## src/rtl/spi_transaction_arbiter_if.sv

```systemverilog
// Bus bundle between two SPI requesters, the transaction arbiter and the
// SPI slave pins. The master view belongs to the requesters/slave side,
// the slave view belongs to the arbiter itself.
interface spi_transaction_arbiter_if;
  logic        REQ0;
  logic        REQ1;
  logic [15:0] TX_DATA0;
  logic [15:0] TX_DATA1;
  logic        CKP;
  logic        CPH;
  logic        MISO;
  logic        start_transaction;
  logic        SS;
  logic        SCK;
  logic        MOSI;
  logic [15:0] RX_DATA;
  logic        DONE0;
  logic        DONE1;
  logic        BUSY;

  modport master (
    output REQ0, REQ1, TX_DATA0, TX_DATA1, CKP, CPH, MISO,
    input  start_transaction, SS, SCK, MOSI, RX_DATA, DONE0, DONE1, BUSY
  );

  modport slave (
    input  REQ0, REQ1, TX_DATA0, TX_DATA1, CKP, CPH, MISO,
    output start_transaction, SS, SCK, MOSI, RX_DATA, DONE0, DONE1, BUSY
  );
endinterface

```

## src/rtl/spi_transaction_arbiter.sv

```systemverilog
// Two-requester round-robin arbiter driving a single SPI master port.
// A granted requester gets one full 16-bit frame in the SPI mode it
// presented at grant time; the received word and a one-cycle DONE pulse
// are returned to that requester only.
module spi_transaction_arbiter #(
  parameter int SCK_DIV    = 2,
  parameter int FRAME_BITS = 16
) (
  input logic                    CLK,
  input logic                    RESET_N,
  spi_transaction_arbiter_if.slave bus
);

  typedef enum logic [2:0] {IDLE, SETUP, SHIFT, HOLD, DONE} state_t;

  localparam logic [7:0] TIMER_LAST = 8'(SCK_DIV - 1);
  localparam logic [5:0] LAST_EDGE  = 6'(2 * FRAME_BITS - 1);

  state_t                state;
  state_t                next_state;
  logic [7:0]            timer;
  logic                  tick;
  logic [5:0]            edge_cnt;
  logic                  leading;
  logic                  sck_q;
  logic                  mosi_q;
  logic                  cph_q;
  logic                  last_grant;
  logic                  grant_idx;
  logic                  any_req;
  logic [FRAME_BITS-1:0] tx_sel;
  logic [FRAME_BITS-1:0] tx_shift;
  logic [FRAME_BITS-1:0] rx_shift;
  logic [FRAME_BITS-1:0] rx_q;

  // On a tie the requester that did not win last time gets the bus.
  assign any_req   = bus.REQ0 | bus.REQ1;
  assign grant_idx = (bus.REQ0 & bus.REQ1) ? ~last_grant : bus.REQ1;
  assign tx_sel    = grant_idx ? bus.TX_DATA1 : bus.TX_DATA0;
  assign tick      = (timer == TIMER_LAST);
  assign leading   = ~edge_cnt[0];
  assign bus.RX_DATA = rx_q;

  // State register; reset aborts any frame in flight.
  always_ff @(posedge CLK or negedge RESET_N) begin
    if (!RESET_N) state <= IDLE;
    else          state <= next_state;
  end

  // Next-state selection: timed states advance on the half-period tick.
  always_comb begin
    next_state = state;
    case (state)
      IDLE:    if (any_req) next_state = SETUP;
      SETUP:   if (tick) next_state = SHIFT;
      SHIFT:   if (tick && (edge_cnt == LAST_EDGE)) next_state = HOLD;
      HOLD:    if (tick) next_state = DONE;
      DONE:    next_state = IDLE;
      default: next_state = IDLE;
    endcase
  end

  // Datapath: grant capture, half-period timer, SCK toggling and both shifters.
  always_ff @(posedge CLK or negedge RESET_N) begin
    if (!RESET_N) begin
      timer      <= '0;
      edge_cnt   <= '0;
      sck_q      <= 1'b0;
      mosi_q     <= 1'b0;
      cph_q      <= 1'b0;
      last_grant <= 1'b1;
      tx_shift   <= '0;
      rx_shift   <= '0;
      rx_q       <= '0;
    end else begin
      if ((state == IDLE) || (state == DONE) || tick) timer <= '0;
      else                                             timer <= timer + 8'd1;
      case (state)
        IDLE: begin
          if (any_req) begin
            last_grant <= grant_idx;
            cph_q      <= bus.CPH;
            sck_q      <= bus.CKP;
            edge_cnt   <= '0;
            rx_shift   <= '0;
            if (!bus.CPH) begin
              mosi_q   <= tx_sel[FRAME_BITS-1];
              tx_shift <= {tx_sel[FRAME_BITS-2:0], 1'b0};
            end else begin
              mosi_q   <= 1'b0;
              tx_shift <= tx_sel;
            end
          end
        end
        SHIFT: begin
          if (tick) begin
            sck_q    <= ~sck_q;
            edge_cnt <= edge_cnt + 6'd1;
            if (leading ^ cph_q) begin
              rx_shift <= {rx_shift[FRAME_BITS-2:0], bus.MISO};
            end else begin
              mosi_q   <= tx_shift[FRAME_BITS-1];
              tx_shift <= {tx_shift[FRAME_BITS-2:0], 1'b0};
            end
          end
        end
        HOLD: begin
          if (tick) rx_q <= rx_shift;
        end
        default: begin
        end
      endcase
    end
  end

  // Pin outputs decoded from the state; idle SCK follows the live CKP input.
  always_comb begin
    bus.SS                = 1'b1;
    bus.start_transaction = 1'b0;
    bus.BUSY              = 1'b1;
    bus.DONE0             = 1'b0;
    bus.DONE1             = 1'b0;
    bus.SCK               = sck_q;
    bus.MOSI              = mosi_q;
    case (state)
      IDLE: begin
        bus.BUSY = 1'b0;
        bus.SCK  = bus.CKP & RESET_N;
        bus.MOSI = 1'b0;
      end
      SETUP, SHIFT, HOLD: begin
        bus.SS                = 1'b0;
        bus.start_transaction = 1'b1;
      end
      DONE: begin
        bus.DONE0 = ~last_grant;
        bus.DONE1 = last_grant;
      end
      default: begin
      end
    endcase
  end

endmodule

```

## src/flat_wrapper.sv

```systemverilog
// flat-port wrapper written by rule: the top's interface ports become plain ports
module spi_transaction_arbiter_flat 
#(
  parameter int SCK_DIV    = 2,
  parameter int FRAME_BITS = 16
)
  (CLK, RESET_N, bus_REQ0, bus_REQ1, bus_TX_DATA0, bus_TX_DATA1, bus_CKP, bus_CPH, bus_MISO, bus_start_transaction, bus_SS, bus_SCK, bus_MOSI, bus_RX_DATA, bus_DONE0, bus_DONE1, bus_BUSY);
  spi_transaction_arbiter_if bus_i ();
  input logic CLK;
  input logic RESET_N;
  input wire logic [$bits(bus_i.REQ0)-1:0] bus_REQ0;
  input wire logic [$bits(bus_i.REQ1)-1:0] bus_REQ1;
  input wire logic [$bits(bus_i.TX_DATA0)-1:0] bus_TX_DATA0;
  input wire logic [$bits(bus_i.TX_DATA1)-1:0] bus_TX_DATA1;
  input wire logic [$bits(bus_i.CKP)-1:0] bus_CKP;
  input wire logic [$bits(bus_i.CPH)-1:0] bus_CPH;
  input wire logic [$bits(bus_i.MISO)-1:0] bus_MISO;
  output wire logic [$bits(bus_i.start_transaction)-1:0] bus_start_transaction;
  output wire logic [$bits(bus_i.SS)-1:0] bus_SS;
  output wire logic [$bits(bus_i.SCK)-1:0] bus_SCK;
  output wire logic [$bits(bus_i.MOSI)-1:0] bus_MOSI;
  output wire logic [$bits(bus_i.RX_DATA)-1:0] bus_RX_DATA;
  output wire logic [$bits(bus_i.DONE0)-1:0] bus_DONE0;
  output wire logic [$bits(bus_i.DONE1)-1:0] bus_DONE1;
  output wire logic [$bits(bus_i.BUSY)-1:0] bus_BUSY;
  assign bus_i.REQ0 = bus_REQ0;
  assign bus_i.REQ1 = bus_REQ1;
  assign bus_i.TX_DATA0 = bus_TX_DATA0;
  assign bus_i.TX_DATA1 = bus_TX_DATA1;
  assign bus_i.CKP = bus_CKP;
  assign bus_i.CPH = bus_CPH;
  assign bus_i.MISO = bus_MISO;
  assign bus_start_transaction = bus_i.start_transaction;
  assign bus_SS = bus_i.SS;
  assign bus_SCK = bus_i.SCK;
  assign bus_MOSI = bus_i.MOSI;
  assign bus_RX_DATA = bus_i.RX_DATA;
  assign bus_DONE0 = bus_i.DONE0;
  assign bus_DONE1 = bus_i.DONE1;
  assign bus_BUSY = bus_i.BUSY;
  spi_transaction_arbiter #(.SCK_DIV(SCK_DIV), .FRAME_BITS(FRAME_BITS)) u_core (.CLK(CLK), .RESET_N(RESET_N), .bus(bus_i));
endmodule
```

## config.mk

```make
export PLATFORM = sky130hd
export DESIGN_NAME = spi_transaction_arbiter_flat
export DESIGN_NICKNAME = d
export VERILOG_FILES = /design/src/rtl/spi_transaction_arbiter_if.sv /design/src/rtl/spi_transaction_arbiter.sv /design/src/flat_wrapper.sv
export SDC_FILE = /design/constraint.sdc
export NUM_CORES = 1
export LEC_CHECK = 0
export ABC_AREA = 1
export CAP_MARGIN = 20
export CORE_UTILIZATION = 54
export DETAILED_ROUTE_END_ITERATION = 10
export GPL_ROUTABILITY_DRIVEN = 0
export PLACE_DENSITY = 0.79
export SYNTH_ARGS = -nofsm -noshare
export SYNTH_HDL_FRONTEND = slang
export SYNTH_SLANG_ARGS = --single-unit
```

## constraint.sdc

```tcl
create_clock -name CLK -period 2.2 [get_ports CLK]
set_input_delay 0.33 -clock CLK [delete_from_list [all_inputs] [get_ports CLK]]
set_output_delay 0.33 -clock CLK [all_outputs]
set_load 0.005 [all_outputs]
```

==> results of run 1 <==
[final cells by class]
cell class	instances	share of cell area (%)
Timing Repair Buffer	72	14.8
Inverter	45	3.62
Multi-Input combinational cell	383	37.4
Clock inverter	6	2.01
Clock buffer	10	2.95
Tap cell	80	2.15
Sequential cell	69	37.1
[sequential cells by signal (all words and copies together), names as in the netlist]
register and count:
u_core.bus.RX_DATA 16, u_core.rx_shift 16, u_core.tx_shift 16, u_core.timer 8, u_core.edge_cnt 6, u_core.state 3
u_core.cph_q 1, u_core.last_grant 1, u_core.mosi_q 1, u_core.sck_q 1
[routing by layer]
layer  share of wire (%)  up-vias  GRT usage [%]  routed length [um]
li1                    -     1761              -                   -
met5                   0        -              0                   0
met3                 4.8       11           4.57                 408
met1                  44     1641           31.0                3700
met2                  50      106           46.3                4230
met4                 1.5        0           10.5                 128
[power groups by stage]
| stage | Clock [W] | Sequential (W) | Combinational (W) |
|---|---|---|---|
| floorplan | 0 | 0.00131 | 0.0000581 |
| global placement | 0 | 0.00131 | 0.000162 |
| detailed placement | 0 | 0.00131 | 0.000165 |
| CTS | 0.00121 | 0.00128 | 0.000166 |
| global route | 0.00125 | 0.00129 | 0.000185 |
| finish | 0.00120 | 0.00128 | 0.000163 |
[through the flow]
step | std cells | util [%] | cell area (um2) | setup TNS, ps
floorplan | 518 | - | 3750 | 0
detailed placement | 646 | 65.2 | 4400 | 0
finish | 665 | 69.0 | 4660 | 0
CTS | 663 | 68.8 | 4650 | 0
global placement | 646 | 65.2 | 4400 | 0
global route | 665 | 69.0 | 4660 | -28.3
[kinds of logic (layout without fill, tap and decap cells)]
group / after synthesis / after routing
fa+ha+maj: 3 / 3
compound gates: 32 / 32
flops: 69 / 69
xor+xnor: 3 / 3
simple gates: 345 / 345
buf+inv: 66 / 133
[how the worst max path moves through the flow]
stage / end / slack, ps / from / cells after the start
2_1_floorplan: u_core.edge_cnt[2] / 650 / u_core.timer[1] / 11
6_report: bus_DONE0 / 40 / u_core.state[1] / 4
4_1_cts: bus_DONE0 / 30 / u_core.state[1] / 4
3_3_place_gp: u_core.tx_shift[11] / 330 / bus_REQ1 / 7
5_1_grt: bus_MOSI / -30 / u_core.state[2] / 5
3_5_place_dp: bus_SCK / 280 / u_core.state[0] / 4
[critical path, delay by kind of cell, from the launching register on]
kind / cells / cell delay (ps)
DFF: 1 / 460
and+or+nand+nor: 2 / 380
buffers and inverters: 2 / 620
[timing repair]
item,CTS,global route
pin swaps,1,1
setup endpoints to repair,3,3
gates resized for setup,1,2
hold buffers,0,0
endpoints found under the hold margin,0,0
buffers inserted,1,2
[synthesized netlist by cell type, types with 2 or more instances]
master / count
o21ai_1: 21
inv_2: 10
nand3_1: 47
nor3_1: 4
nor3b_1: 2
a21oi_1: 4
xor2_1: 2
ha_1: 3
buf_4: 3
nand2_2: 6
nor4_1: 2
buf_6: 2
nand2_1: 225
nor2_1: 32
nor2_4: 2
inv_1: 35
clkbuf_1: 8
nand4_1: 17
nand2_4: 2
dfrtp_1: 68
buf_2: 7
o21ai_0: 6
==> results.md, run 1 <==
- WP data required: between 1500 and 2000 ps
- Worst path max stage delay: approximately 550 ps
- PnR worst setup slack: ~43 ps
- Internal power: 0.00204 W
- Total GRT Usage: between 20 and 30%
- Ranking of synthesized cells by area: dfrtp_1 45%, nand2_1 23%, nand3_1 6.3%
- Final hold viol count: 0
- EDFF count, synth: 0
- Final worst-path cycle share: 98.1%
- Dpl ws: about 280 ps
- Syn_nets: 560
- Layout cells sized above 1: a little under a tenth
- WS Path Type: flop to primary output
- Vias: between 3000 and 4000
- CTS root buffer: clkbuf_8
- # diodes: 0
- Sequential area share after synthesis: 46.1%
- Sequential share of power: 48.6%
- Max-cap viol count: 0
- Worst skew pair latency: around 350 ps
- Crit-path cells: nor2_4 -> inv_1 -> nor3_1 -> clkdlybuf4s50_1
- CP max FO: 5
- Achievable Freq: 464 MHz
- Relative slew slack: 43.0%
- Mapped Avg Cell Area: about 7.2 um2
- Min cycle time layout: roughly 2200 ps
- Layout Nets: about 620
- P&R area growth vs syn: 24.3%
- Clock slew at reported path FFs: 90 ps
- Netlist Area Pre-Place: 0.00375 mm2
- CP arrival: approximately 1800 ps
- Sequential cell area: about 0.0017 mm2
- Lkg Pwr: around 2.4 nW
- Switching Power: approximately 0.00060 W
- Final Slew Violations: 0
- Combinational power share: about 6.2%
- Hold slack: between 150 and 200 ps
- Multi-input logic area: around 0.0017 mm2
- Crit path max-delay cell type: clkdlybuf4s50_1
- Worst slew pin tran: between 800 and 900 ps
- Most common cell after layout, fill and taps aside: nand2_1
- Number of remaining DRC errors: 0
- Detail Placement HPWL: 5760 um
- CORE AREA: between 0.006 and 0.007 mm2
- Yosys top cell by area: dfrtp_1
- Fill cell count: between 500 and 600
- Crit. End Element: primary output
- DR vias/cell: roughly 5.3
- PD cells: around 570 mW/mm2
- Type of origin of the critical path: flop
- Synth Register Bits: around 70
- Die footprint: about 0.0073 mm2
- Largest net degree at the start of global routing: 70
- Cells on worst reg2reg path: 9
- Initial antenna violation count: 0
- # IOs: 62
- Mux contribution to synthesized area: 0%
- Synth Warn #: 0
- Status: complete, no violations
- CTS tree: yes
- Antenna Nets Post-Route: 0
- Placement row count: 30
- Post-DR wirelength/cell: around 13 um
- First-pass GRT wire length: 14900 um
- Die width: between 80 and 90 um
- Final WL: approximately 8500 um
- H-Tree Depth: 3
- Die Span Y: 85.3 um
- Switching Share: between 20% and 30%
- Clock share of power: between 40% and 50%
- CTS buffer count: 9
- Hold Path Class: input pin to asynchronous set/reset pin
- Largest family of logic cells by synthesized area: simple AND/OR/NAND/NOR gates
- # port buffers: around 60
- Maximum clock insertion buffer count: 2
- Total power: between 0.002 and 0.003 W
- Most frequent cells in the layout: 225 x nand2_1, 66 x dfrtp_1, 60 x clkdlybuf4s50_1, 47 x nand3_1, 35 x inv_1
- Reg2Reg Setup Slack: 400 ps
- Post-synthesis cell count: 518
- Initial drt markers: 175
- Worst IR drop on VDD: between 0.0003 and 0.0004 V
- Async SR Flop Fraction: 100%
- Library cells used by synthesis: 32
- GRT Residual Overflow: 0
- Post-synthesis compound-gate area fraction: under 10%
- Vias in the first global route: 3412
- Worst Clk Skew: approximately 15 ps
- Yosys top cell area share: 45.4%
- TritonCTS sink count: around 70
- Post-synthesis xor/xnor area fraction: 0.700%
- Pre-antenna DRT Iters: 4
- R2R Path End: u_core.rx_shift[4]
- Main synth FF type: dfrtp_1
- Final Setup Violations: 0
- Initial Utilization: 55.5%
- Adder-cell area share of the yosys netlist: ~1%
- Simple-gate portion of the synthesized area: roughly 40%
- R2R Path Start: u_core.timer[1]
Power figures use the tool's default switching activity.
==> inputs of run 2 (changes only) <==
Settings changed: SKIP_CTS_REPAIR_TIMING set to 1, SKIP_LAST_GASP set to 1.
==> results.md, run 2 (synthesized netlist as in run 1, its figures left out) <==
- Final WL: about 8400 um
- Total power: approximately 0.0026 W
- CTS tree: yes
- CTS buffer count: 9
- P&R area growth vs syn: 24.5%
- Worst IR drop on VDD: approximately 0.00031 V
- WS Path Type: flop to primary output
- Initial antenna violation count: 0
- Switching Share: 22.9%
- CORE AREA: between 0.006 and 0.007 mm2
- Switching Power: about 0.00061 W
- Die Span Y: 85.3 um
- Combinational power share: about 6.2%
- Achievable Freq: between 400 and 500 MHz
- Worst skew pair latency: between 300 and 400 ps
- Crit. End Element: primary output
- Worst slew pin tran: between 800 and 900 ps
- Crit-path cells: nor2_4 -> inv_1 -> nor3_2 -> clkdlybuf4s50_1
- Metal3 WL: ~370 um
- CP startpoint: u_core.state[1]
- Layout Nets: 622
- TNS Setup: 0 ps
- WP data required: between 1500 and 2000 ps
- Max-cap viol count: 0
- # IOs: 62
- Worst Clk Skew: 15.8 ps
- Post-DR wirelength/cell: approximately 13 um
- Largest net degree at the start of global routing: 70
- Number of remaining DRC errors: 0
- Vias in the first global route: between 3000 and 4000
- Lkg Pwr: ~2.4 nW
- Internal power: 0.00204 W
- Layout Utilization: 69.1%
- DR vias/cell: between 5 and 6
- Clock share of power: 45.3%
- Type of origin of the critical path: flop
- CP arrival: between 1500 and 2000 ps
- GRT Residual Overflow: 0
- Most common cell after layout, fill and taps aside: nand2_1
- CP max FO: 5
- Hold Path Class: input pin to asynchronous set/reset pin
- CTS root buffer: clkbuf_8
- Area after DPL: 0.00440 mm2
- Layout cells sized above 1: roughly 9.7%
- Final Cell Area: roughly 0.0047 mm2
- R2R Path End: u_core.rx_shift[12]
- Die width: approximately 85 um
- Hold slack: between 150 and 200 ps
- # port buffers: ~60
- Clock slew at reported path FFs: approximately 90 ps
- Maximum clock insertion buffer count: 2
- PD cells: between 500 and 600 mW/mm2
- Final hold viol count: 0
- Sequential share of power: between 40% and 50%
- Die footprint: 0.00728 mm2
- First-pass GRT wire length: 14900 um
- Unrepaired setup endpoints after global routing: yes
- Final Setup Violations: 0
- Reg2Reg Setup Slack: approximately 440 ps
- Pre-antenna DRT Iters: 7
- Highest routed layer: met4
- R2R Path Start: u_core.timer[1]
- Final Slew Violations: 0
- # diodes: 0
- Status: complete, no violations
- Vias: roughly 3500
- TritonCTS sink count: 69
- H-Tree Depth: 3
- Met2 WL: between 4000 and 5000 um
- Total GRT Usage: around 26%
- Relative slew slack: a little over two fifths
- Crit path max-delay cell type: clkdlybuf4s50_1
- Final worst-path cycle share: a little over nine tenths
- Detail Placement HPWL: 5760 um
- Min cycle time layout: 2140 ps
- Wire length on met1: between 3000 and 4000 um
- Initial drt markers: 177
- Cells on worst reg2reg path: 9
- Placement row count: 30
- Most frequent cells in the layout: 225 x nand2_1, 66 x dfrtp_1, 60 x clkdlybuf4s50_1, 47 x nand3_1, 35 x inv_1
- Antenna Nets Post-Route: 0
- Initial Utilization: 55.5%
- Worst path max stage delay: roughly 540 ps
==> run 2: cell counts in the layout (fill, tap and decap cells not counted) <==
Identical to the previous run, type by type.
==> run 2: layout make-up <==
class | instances | area [um2]
fillers | 569 | 2090
repair buffers | 72 | 688
inverters | 45 | 169
clock buffers | 10 | 138
clock inverters | 6 | 93.8
flip-flops and latches | 69 | 1730
well taps | 80 | 100
multi-input cells | 383 | 1750
==> run 2: worst max-delay path by stage <==
stage	endpoint	slack (ps)
final	bus_DONE0	60
after global routing	bus_MOSI	-40
after detailed placement	bus_SCK	280
after floorplan	u_core.edge_cnt[2]	650
after CTS	bus_SCK	-80
after global placement	u_core.tx_shift[11]	330
==> run 2: power groups by stage <==
stage               Sequential, W  Combinational (W)  Clock [W]
floorplan                 0.00131          0.0000581          0
global placement          0.00131           0.000162          0
detailed placement        0.00131           0.000165          0
CTS                       0.00128           0.000166    0.00121
global route              0.00129           0.000185    0.00125
finish                    0.00128           0.000163    0.00120
==> run 2: worst max-delay path: cells and delay by family, from the launching register on <==
family,cells,cell delay [ps]
buf+inv,2,640
flops,1,460
simple gates,2,360
==> run 2: per-layer routing <==
metal | vias to the layer above | global-route usage (%)
met3 | 10 | 4.57
li1 | 1760 | -
met2 | 97 | 45.7
met1 | 1616 | 31.0
met4 | 0 | 11.2
met5 | - | 0
==> run 2: metrics by stage <==
step | std cells | worst slack [ps]
after floorplan | 518 | 652
after detailed placement | 646 | 282
after global routing | 665 | -35.6
after CTS | 662 | -84.9
final | 665 | 57.3
after global placement | 646 | 332
